[config.mk]
export PLATFORM = sky130hd
export DESIGN_NAME = ifsram_rd
export DESIGN_NICKNAME = d
export VERILOG_FILES = /design/src/rtl/ifsram_pkg.sv /design/src/rtl/count_yi_v4.sv /design/src/rtl/ifsram_rd.sv
export SDC_FILE = /design/constraint.sdc
export NUM_CORES = 1
export LEC_CHECK = 0
export ABC_AREA = 1
export CAP_MARGIN = 20
export CORE_MARGIN = 5
export CORE_UTILIZATION = 48
export DETAILED_ROUTE_END_ITERATION = 8
export PLACE_DENSITY = 0.89
export REMOVE_ABC_BUFFERS = 1
export SLEW_MARGIN = 0
export SYNTH_ARGS = -nofsm -noshare
export SYNTH_HDL_FRONTEND = slang
export SYNTH_SLANG_ARGS = --single-unit
[constraint.sdc]
create_clock -name clk -period 4.7 [get_ports clk]
set_input_delay 0.94 -clock clk [delete_from_list [all_inputs] [get_ports clk]]
set_output_delay 0.94 -clock clk [all_outputs]
set_load 0.02 [all_outputs]
[src/rtl/ifsram_pkg.sv]
// Shared definitions for the input-feature SRAM read engine: widths,
// convolution-size codes, kernel sizes and the read FSM state encoding.
package ifsram_pkg;

    localparam int DATA_W = 64;
    localparam int ADDR_W = 11;
    localparam int NBUF   = 8;
    localparam int BEAT_W = 16;

    localparam logic [2:0] CONV_3X3 = 3'd2;
    localparam logic [2:0] CONV_5X5 = 3'd3;
    localparam logic [2:0] K_3X3    = 3'd3;
    localparam logic [2:0] K_5X5    = 3'd5;

    typedef enum logic [1:0] {
        ST_IDLE  = 2'd0,
        ST_RUN   = 2'd1,
        ST_DRAIN = 2'd2,
        ST_DONE  = 2'd3
    } rd_state_e;

    // Kernel edge length for a conv-switch code; 0 marks an unsupported code.
    function automatic logic [2:0] conv_k(input logic [2:0] sw);
        case (sw)
            CONV_3X3: return K_3X3;
            CONV_5X5: return K_5X5;
            default:  return 3'd0;
        endcase
    endfunction

endpackage

[src/rtl/count_yi_v4.sv]
// Wrapping loop counter: counts 0..max_val on inc, wraps to 0 after max_val.
// at_max flags the final value so counters can be chained into nested loops.
module count_yi_v4
    import ifsram_pkg::*;
#(
    parameter int W = 3
) (
    input  logic         clk,
    input  logic         reset,
    input  logic         clr,
    input  logic         inc,
    input  logic [W-1:0] max_val,
    output logic [W-1:0] cnt,
    output logic         at_max
);

    assign at_max = (cnt == max_val);

    // Advance on inc, wrapping at max_val; clr restarts the loop.
    always_ff @(posedge clk) begin
        if (!reset || clr) begin
            cnt <= '0;
        end else if (inc) begin
            cnt <= at_max ? '0 : cnt + W'(1);
        end
    end

endmodule

[src/rtl/ifsram_rd.sv]
// Input-feature SRAM read engine. Walks row r / column c / channel h for a
// KxK window, issues one-hot-low buffer reads, and streams the returned words
// through a 2-entry fall-through FIFO.
// Optional: define IFSRAM_RD_STALL_CNT_EN to build the output stall counter.
module ifsram_rd
    import ifsram_pkg::*;
(
    input  logic              clk,
    input  logic              reset,
    input  logic              if_rd_start,
    output logic              if_rd_busy,
    output logic              if_rd_done,
    input  logic [4:0]        cfg_atlchin,
    input  logic [2:0]        cfg_conv_switch,
    input  logic [ADDR_W-1:0] cfg_row_base,
    input  logic [ADDR_W-1:0] cfg_row_pitch,
    output logic [NBUF-1:0]   rd_cen,
    output logic [ADDR_W-1:0] rd_addr,
    input  logic [DATA_W-1:0] rd_rdata,
    output logic [DATA_W-1:0] ifo_data,
    output logic              ifo_valid,
    output logic              ifo_last,
    input  logic              ifo_ready,
    output logic [15:0]       ifo_stall_cnt
);

    rd_state_e state, state_nxt;
    logic start_acc, issue, last_rd;

    logic [2:0]        k_r;
    logic [4:0]        atl_r;
    logic              zero_r;
    logic [BEAT_W-1:0] beat_max_r;
    logic [ADDR_W-1:0] base_r, pitch_r;
    logic [BEAT_W-1:0] k_in, total_in;

    logic [4:0] h_cnt;
    logic [2:0] c_cnt, r_cnt;
    logic       h_max, c_max, r_max;

    logic [DATA_W-1:0] fifo_mem [2];
    logic              wr_ptr, rd_ptr;
    logic [1:0]        fifo_cnt;
    logic              rd_vld_p1;
    logic              bypass, push, pop, accept;
    logic [BEAT_W-1:0] beat_cnt;

    assign start_acc = (state == ST_IDLE) && if_rd_start;
    assign k_in      = BEAT_W'(conv_k(cfg_conv_switch));
    assign total_in  = k_in * k_in * BEAT_W'(cfg_atlchin);

    // Latch loop bounds on an accepted start; later cfg changes are ignored.
    always_ff @(posedge clk) begin
        if (!reset) begin
            k_r        <= '0;
            atl_r      <= '0;
            zero_r     <= 1'b1;
            beat_max_r <= '0;
        end else if (start_acc) begin
            k_r        <= conv_k(cfg_conv_switch);
            atl_r      <= cfg_atlchin;
            zero_r     <= (conv_k(cfg_conv_switch) == 3'd0) || (cfg_atlchin == 5'd0);
            beat_max_r <= total_in - BEAT_W'(1);
        end
    end

    // Address operands only matter while issuing, so they carry no reset.
    always_ff @(posedge clk) begin
        if (start_acc) begin
            base_r  <= cfg_row_base;
            pitch_r <= cfg_row_pitch;
        end
    end

    // Nested loops: channel innermost, then column, then row.
    count_yi_v4 #(.W(5)) u_cnt_h (
        .clk(clk), .reset(reset), .clr(start_acc), .inc(issue),
        .max_val(atl_r - 5'd1), .cnt(h_cnt), .at_max(h_max)
    );
    count_yi_v4 #(.W(3)) u_cnt_c (
        .clk(clk), .reset(reset), .clr(start_acc), .inc(issue && h_max),
        .max_val(k_r - 3'd1), .cnt(c_cnt), .at_max(c_max)
    );
    count_yi_v4 #(.W(3)) u_cnt_r (
        .clk(clk), .reset(reset), .clr(start_acc), .inc(issue && h_max && c_max),
        .max_val(k_r - 3'd1), .cnt(r_cnt), .at_max(r_max)
    );

    assign last_rd = h_max && c_max && r_max;

    // State register.
    always_ff @(posedge clk) begin
        if (!reset) state <= ST_IDLE;
        else        state <= state_nxt;
    end

    // Next state and read issue; a read goes out only if its data is sure of a FIFO slot.
    always_comb begin
        state_nxt = state;
        issue     = 1'b0;
        case (state)
            ST_IDLE: begin
                if (if_rd_start) state_nxt = ST_RUN;
            end
            ST_RUN: begin
                if (zero_r) begin
                    state_nxt = ST_DONE;
                end else if ((fifo_cnt + {1'b0, rd_vld_p1}) < 2'd2) begin
                    issue = 1'b1;
                    if (last_rd) state_nxt = ST_DRAIN;
                end
            end
            ST_DRAIN: begin
                if (accept && ifo_last) state_nxt = ST_DONE;
            end
            ST_DONE: begin
                state_nxt = ST_IDLE;
            end
            default: state_nxt = ST_IDLE;
        endcase
    end

    assign if_rd_busy = (state != ST_IDLE);
    assign if_rd_done = (state == ST_DONE);
    assign rd_cen     = issue ? ~(NBUF'(1) << c_cnt) : '1;
    assign rd_addr    = issue ? (base_r + pitch_r * ADDR_W'(r_cnt) + ADDR_W'(h_cnt)) : '0;

    // Fall-through FIFO: returning data goes straight out when the FIFO is empty.
    assign ifo_valid = (fifo_cnt != 2'd0) || rd_vld_p1;
    assign ifo_data  = (fifo_cnt != 2'd0) ? fifo_mem[rd_ptr] : (rd_vld_p1 ? rd_rdata : '0);
    assign ifo_last  = ifo_valid && (beat_cnt == beat_max_r);
    assign accept    = ifo_valid && ifo_ready;
    assign bypass    = (fifo_cnt == 2'd0) && rd_vld_p1 && ifo_ready;
    assign push      = rd_vld_p1 && !bypass;
    assign pop       = (fifo_cnt != 2'd0) && ifo_ready;

    // FIFO control, read-return valid and output beat index.
    always_ff @(posedge clk) begin
        if (!reset) begin
            rd_vld_p1 <= 1'b0;
            fifo_cnt  <= '0;
            wr_ptr    <= 1'b0;
            rd_ptr    <= 1'b0;
            beat_cnt  <= '0;
        end else begin
            rd_vld_p1 <= issue;
            fifo_cnt  <= fifo_cnt + 2'(push) - 2'(pop);
            if (push) wr_ptr <= ~wr_ptr;
            if (pop)  rd_ptr <= ~rd_ptr;
            if (start_acc)   beat_cnt <= '0;
            else if (accept) beat_cnt <= beat_cnt + BEAT_W'(1);
        end
    end

    // FIFO storage; entries are only read while counted valid.
    always_ff @(posedge clk) begin
        if (push) fifo_mem[wr_ptr] <= rd_rdata;
    end

`ifdef IFSRAM_RD_STALL_CNT_EN
    function automatic logic [15:0] sat_inc(input logic [15:0] v);
        return (v == 16'hFFFF) ? v : v + 16'd1;
    endfunction

    logic [15:0] stall_cnt_r;

    // Count cycles where a beat is offered but refused, saturating.
    always_ff @(posedge clk) begin
        if (!reset)                      stall_cnt_r <= '0;
        else if (start_acc)              stall_cnt_r <= '0;
        else if (ifo_valid && !ifo_ready) stall_cnt_r <= sat_inc(stall_cnt_r);
    end

    assign ifo_stall_cnt = stall_cnt_r;
`else
    assign ifo_stall_cnt = '0;
`endif

endmodule

==> results of run 1 <==
## flip-flops by register name (all words and copies together), names as in the netlist, 5 cells and up, named ones only
name         cells
fifo_mem       128
beat_cnt        16
beat_max_r      12
base_r          11
pitch_r         11
atl_r            5
u_cnt_h.cnt      5
## layout by cell type, fill, tap and decap left out, types with 8 or more instances in the layout
cell / instances
xor2_1: 13
ha_1: 51
nor2_2: 9
fa_1: 32
nor2_1: 125
edfxtp_1: 150
inv_1: 169
clkbuf_16: 25
nand3_1: 94
o21ai_0: 151
nor2_4: 8
buf_4: 61
o21ai_1: 11
ha_4: 8
conb_1: 16
dfxtp_1: 51
nand4_1: 9
o22ai_1: 10
nand2_1: 176
a21oi_1: 44
inv_2: 14
clkdlybuf4s50_1: 174
nor3_1: 8
## per-stage QoR
| stage | hold WS, ns | utilization |
|---|---|---|
| finish | 0.462 | 0.636 |
| detailed placement | 0.450 | 0.591 |
| CTS | 0.461 | 0.631 |
| floorplan | 0.425 | - |
| global route | 0.498 | 0.636 |
| global placement | 0.437 | 0.591 |
## kinds of logic (layout without fill, tap and decap cells)
logic type / after synthesis / after routing / share of synthesized area
flip-flops: 206 / 206 / 0.494
AO/OA/AOI/OAI: 236 / 236 / 0.108
AND/OR/NAND/NOR: 452 / 452 / 0.173
other: 1 / 16 / 0.000329
buffers and inverters: 244 / 468 / 0.0866
adder cells (fa/ha/maj): 93 / 93 / 0.124
XOR/XNOR: 18 / 18 / 0.0138
## final cells by class
type / count / area (um^2)
fill: 1751 / 8520
timing repair buffer: 243 / 2310
multi-input combinational: 815 / 5060
clock buffer: 30 / 654
tap: 319 / 399
inverter: 185 / 699
sequential: 206 / 5630
clock inverter: 10 / 130
## worst max-delay path by stage
stage | start | to
floorplan | rd_vld_p1$_SDFF_PN0_ | fifo_mem[1][0]$_DFFE_PP_
global placement | cfg_conv_switch[0] | beat_max_r[8]$_SDFFE_PN0P_
detailed placement | cfg_conv_switch[0] | beat_max_r[8]$_SDFFE_PN0P_
CTS | pitch_r[2]$_DFFE_PP_ | rd_addr[10]
global route | pitch_r[3]$_DFFE_PP_ | rd_addr[10]
finish | pitch_r[3]$_DFFE_PP_ | rd_addr[7]
## cell usage after synthesis (all sizes together) (2+ instances only)
cell type	number	area, um^2
clkinv	2	12.5
o21a	3	22.5
nor3	11	60.1
nand3	98	500
dfxtp	56	1120
o21ai	163	816
a21oi	50	250
xor2	13	114
fa	33	661
nor4	3	18.8
clkbuf	37	140
or2	2	12.5
ha	60	751
xnor2	5	43.8
inv	183	687
o21bai	2	15.0
nand2	185	727
nor2	143	591
edfxtp	150	4500
nand4	9	56.3
o22ai	10	62.6
a211oi	2	15.0
buf	22	146
## timing repair
action	4_1_cts	5_1_grt
hold buffers	0	0
pin swaps	27	18
buffers inserted	4	5
hold endpoints to repair	0	0
gates resized for setup	67	40
setup endpoints to repair	15	14
gates cloned	0	0
## routing by layer
metal,global-route usage,vias up,share of wire
li1,-,4584,-
met2,0.373,417,0.50
met1,0.257,4549,0.40
met5,0,-,0.00024
met4,0.0599,2,0.026
met3,0.0414,71,0.079
## where the power goes
part           internal, mW  switching [mW]
Clock                  1.14           0.692
Combinational         0.842            1.35
Sequential             2.07          0.0769
==> impl_metrics.py, run 1 <==
metrics = {
    "global_routing": {
        "antenna_found_initial": 1,
        "track_usage": 0.209,
        "grt_max_degree": 65,
        "grt-ovfl-total": 0,
        "grt_pass1_wl_um": 46000,
        "grt_pass1_vias": 9657,
    },
    "drt": {
        "drt_iter0_drc": 975,
        "vias_per_cell": 5.32,
        "wl_um": 29300,
        "ant_nets": 0,
        "vias": 9623,
        "drt-pass1-iter-count": 5,
        "drcViolationCount": 0,
        "wire_per_inst_um": 16.2,
    },
    "pwr": {
        "power_density_mw_per_mm2": 415,
        "power.total_mw": 6.18,
        "peakVddDrop_mv": 0.405,
        "leakage_nw": 6.07,
    },
    "critical_path": {
        "end_kind": "output pin",
        "path_cells": "nand2_1, inv_1, fa_1, fa_1, inv_1, fa_1, inv_2, ha_4, nand2_1, inv_2, o21ai_1, nand2_1, a21oi_1, o21ai_1, o21ai_1, a21oi_1, buf_4",
        "r2r_slack_ns": 2.27,
        "worstSetupStartpointType": "flop",
        "critical_path_required_ns": 3.76,
        "crit_cells": 17,
        "path_delay_family": "adder cells",
        "r2r_cells": 10,
        "critical_path.max_stage_delay_ns": 0.50,
        "reg2reg_from": "rd_vld_p1$_SDFF_PN0_",
        "rr_endpoint": "u_cnt_r.cnt[0]$_SDFFE_PP0P_",
        "cp_num_buf_inv": 5,
        "worstPathMaxFanout": 4,
        "worstPathArrival_ns": 3.93,
        "slowest_stage": "fa_1",
        "crit_type": "reg2out",
    },
    "yosys": {
        "ys.flop_type": "edfxtp_1",
        "synth_enable_flop_cells": 150,
        "syn_area_per_cell_um2": 9.11,
        "synthArstFlopShare": 0,
        "netlist_area_mm2": 0.0114,
        "synth_cell_type_count": 44,
        "ys_seq_elements": 206,
        "synth_cells": 1250,
        "yosysSeqAreaShare": 0.494,
        "synth_warnings": 0,
    },
    "hold_path": {
        "min_path_cells": 1,
        "hp-start": "rd_ptr$_SDFFE_PN0P_",
        "hp-class": "reg2reg",
    },
    "cells_and_area": {
        "stdcell_area_mm2": 0.0149,
        "finalNonFillerCells": 1808,
        "area_growth_syn_to_layout_pct": 30.7,
        "diodes": 0,
        "nets": 1664,
        "drive_gt1_frac": 0.118,
    },
    "sta": {
        "fin_ws_ns": -0.171,
        "fin_skew_ns": 0.0201,
        "fmax_ghz": 0.205,
        "hold_viol_final": 0,
        "rsz0062_at_grt": "yes",
        "setup_viol": 5,
        "finalCriticalPeriod_ns": 4.87,
        "period_share": 1.04,
        "slew_viol_final": 0,
        "finalSetupTns_ns": -0.612,
        "maxSlewHeadroom": 0.445,
        "tightest_slew_ns": 0.832,
    },
    "clocking": {
        "clk_latency_ns": 0.50,
        "cts_sinks": 206,
        "htree_levels": 1,
        "clk_pin_slew_ns": 0.06,
        "root_buffer": "clkbuf_16",
        "cts-buffers-inserted": 22,
        "ctsLongestPathBuffers": 3,
        "cts_tree": "built",
    },
    "status": {
        "violations": "setup timing",
        "status": "complete, but fails checks",
    },
    "floorplanning": {
        "initial_core_util": 0.487,
        "ios": 201,
        "rows": 56,
        "die_x_um": 164,
        "fp.dieArea_mm2": 0.0269,
        "core_area_mm2": 0.0234,
        "die_height_um": 164,
    },
    "run": {
        "drv_cap": 0,
    },
    "place": {
        "placed_cells": 1760,
        "place_ws_ns": -0.698,
        "port_buffers": 184,
        "place_area_mm2": 0.0138,
        "hpwl_um": 20000,
        "gp_congestion": 0.905,
    },
}
Note: power is estimated with default switching activity, not from simulation.
==> run 2, diff against run 1 <==
- GPL_TIMING_DRIVEN: not set -> 0
- PLACE_DENSITY: 0.89 -> 0.77
==> impl_metrics.py, run 2 (synthesized netlist as in run 1, its figures left out) <==
metrics = {
    "pwr": {
        "power_density_mw_per_mm2": 408,
        "leakage_nw": 5.99,
        "peakVddDrop_mv": 0.320,
    },
    "clocking": {
        "clk_pin_slew_ns": 0.06,
        "cts_sinks": 206,
        "clk_latency_ns": 0.50,
        "hold_buffers": 0,
        "ctsLongestPathBuffers": 3,
        "cts-buffers-inserted": 23,
        "htree_levels": 1,
        "cts_tree": "built",
        "root_buffer": "clkbuf_16",
    },
    "place": {
        "port_buffers": 184,
        "gp_congestion": 0.855,
        "hpwl_um": 19500,
        "placed_cells": 1718,
    },
    "sta": {
        "finalSetupTns_ns": -0.510,
        "slew_viol_final": 0,
        "setup_viol": 5,
        "rsz0062_at_grt": "yes",
        "fin_ws_ns": -0.147,
        "tightest_slew_ns": 1.06,
        "hold_viol_final": 0,
        "maxSlewHeadroom": 0.294,
        "fin_skew_ns": 0.0116,
        "finalCriticalPeriod_ns": 4.85,
        "period_share": 1.03,
        "fmax_ghz": 0.206,
    },
    "cells_and_area": {
        "area_growth_syn_to_layout_pct": 29.5,
        "final_cell_mix": "nand2_1, clkdlybuf4s50_1, inv_1",
        "nets": 1640,
        "diodes": 0,
        "mostFrequentLayoutCell": "nand2_1",
        "drive_gt1_frac": 0.105,
        "largest_register_ffs": 128,
        "reg.largest.list": "fifo_mem: 128 flops, beat_cnt: 16 flops, beat_max_r: 12 flops",
        "finalNonFillerCells": 1783,
        "regMostFlops": "fifo_mem",
    },
    "floorplanning": {
        "die_height_um": 164,
        "ios": 201,
        "core_area_mm2": 0.0234,
        "die_x_um": 164,
        "rows": 56,
        "fp.dieArea_mm2": 0.0269,
        "initial_core_util": 0.487,
    },
    "global_routing": {
        "grt-ovfl-total": 0,
        "track_usage": 0.201,
        "antenna_found_initial": 1,
        "grt_pass1_wl_um": 44100,
        "grt_max_degree": 51,
        "grt_pass1_vias": 9059,
    },
    "critical_path": {
        "r2r_slack_ns": 1.45,
        "reg2reg_from": "state[0]$_SDFFE_PN0P_",
        "crit_type": "reg2out",
        "critical_path_required_ns": 3.76,
        "worstPathMaxFanout": 3,
        "worstSetupStartpointType": "flop",
        "end_kind": "output pin",
        "startpoint": "pitch_r[0]$_DFFE_PP_",
        "worstPathArrival_ns": 3.91,
    },
    "status": {
        "violations": "setup timing",
        "status": "complete, but fails checks",
    },
    "drt": {
        "drcViolationCount": 0,
        "vias": 9303,
        "wire_per_inst_um": 15.7,
        "drt-pass1-iter-count": 5,
        "vias_per_cell": 5.22,
        "ant_nets": 0,
        "drt_iter0_drc": 562,
        "wl_um": 28000,
    },
    "run": {
        "drv_cap": 0,
    },
    "hold_path": {
        "hp-class": "reg2reg",
        "hp-start": "rd_ptr$_SDFFE_PN0P_",
    },
}
run 2: cell type report:
cell class              instances  area [um^2]
clock inverters                 9         97.6
multi-input cells             815         5060
inverters                     185          699
fillers                      1897         8660
well taps                     319          399
flip-flops and latches        206         5640
clock buffers                  31          636
repair buffers                218         2210
run 2: worst paths after layout:
kind / cells past startpoint / to
max: 15 / rd_addr[9]
min: 1 / flop
max reg2reg: 7 / k_r[1]$_SDFFE_PN0P_
min reg2reg: 1 / flop
run 2: metal layers:
metal,global-route usage,share of wire,vias to the layer above
met5,0,0.00046,-
met4,0.0427,0.019,2
met3,0.0432,0.076,46
met2,0.366,0.50,292
met1,0.245,0.41,4434
li1,-,-,4529
run 2: report_power, final:
group          internal [mW]  switching (mW)  leakage [nW]
registers               2.07          0.0984          1.82
logic                  0.830            1.28          3.81
clock network           1.05           0.685         0.365
total                   3.95            2.06          5.99
run 2: worst max-delay path: stages (launching register included):
cell and delay, ns:
edfxtp_1 0.40, nand2_2 0.09, fa_1 0.56, fa_1 0.44, fa_1 0.51, inv_2 0.06
fa_2 0.34, nand2_1 0.09, inv_2 0.05, o21ai_2 0.14, nand2_2 0.10, nand2_2 0.10
o311ai_4 0.10, o21ai_1 0.17, a21oi_1 0.07, buf_4 0.17
run 2: what timing repair did:
item                                    4_1_cts  5_1_grt
pin swaps                                    34       30
setup buffers                                18        7
endpoints found under the setup margin       16       14
gates resized for setup                      70       37
run 2: through the flow:
step | area (um^2) | setup slack, ns | utilization | hold WS [ns] | total power [mW]
after CTS | 14600 | -0.147 | 0.623 | 0.466 | 6.06
final | 14700 | -0.147 | 0.630 | 0.469 | 6.02
after global placement | 13400 | -3.09 | 0.572 | 0.437 | 4.17
after global routing | 14700 | -0.336 | 0.630 | 0.506 | 6.37
after floorplan | 11200 | -0.395 | - | 0.425 | 3.33
after detailed placement | 13600 | -1.09 | 0.582 | 0.458 | 4.27
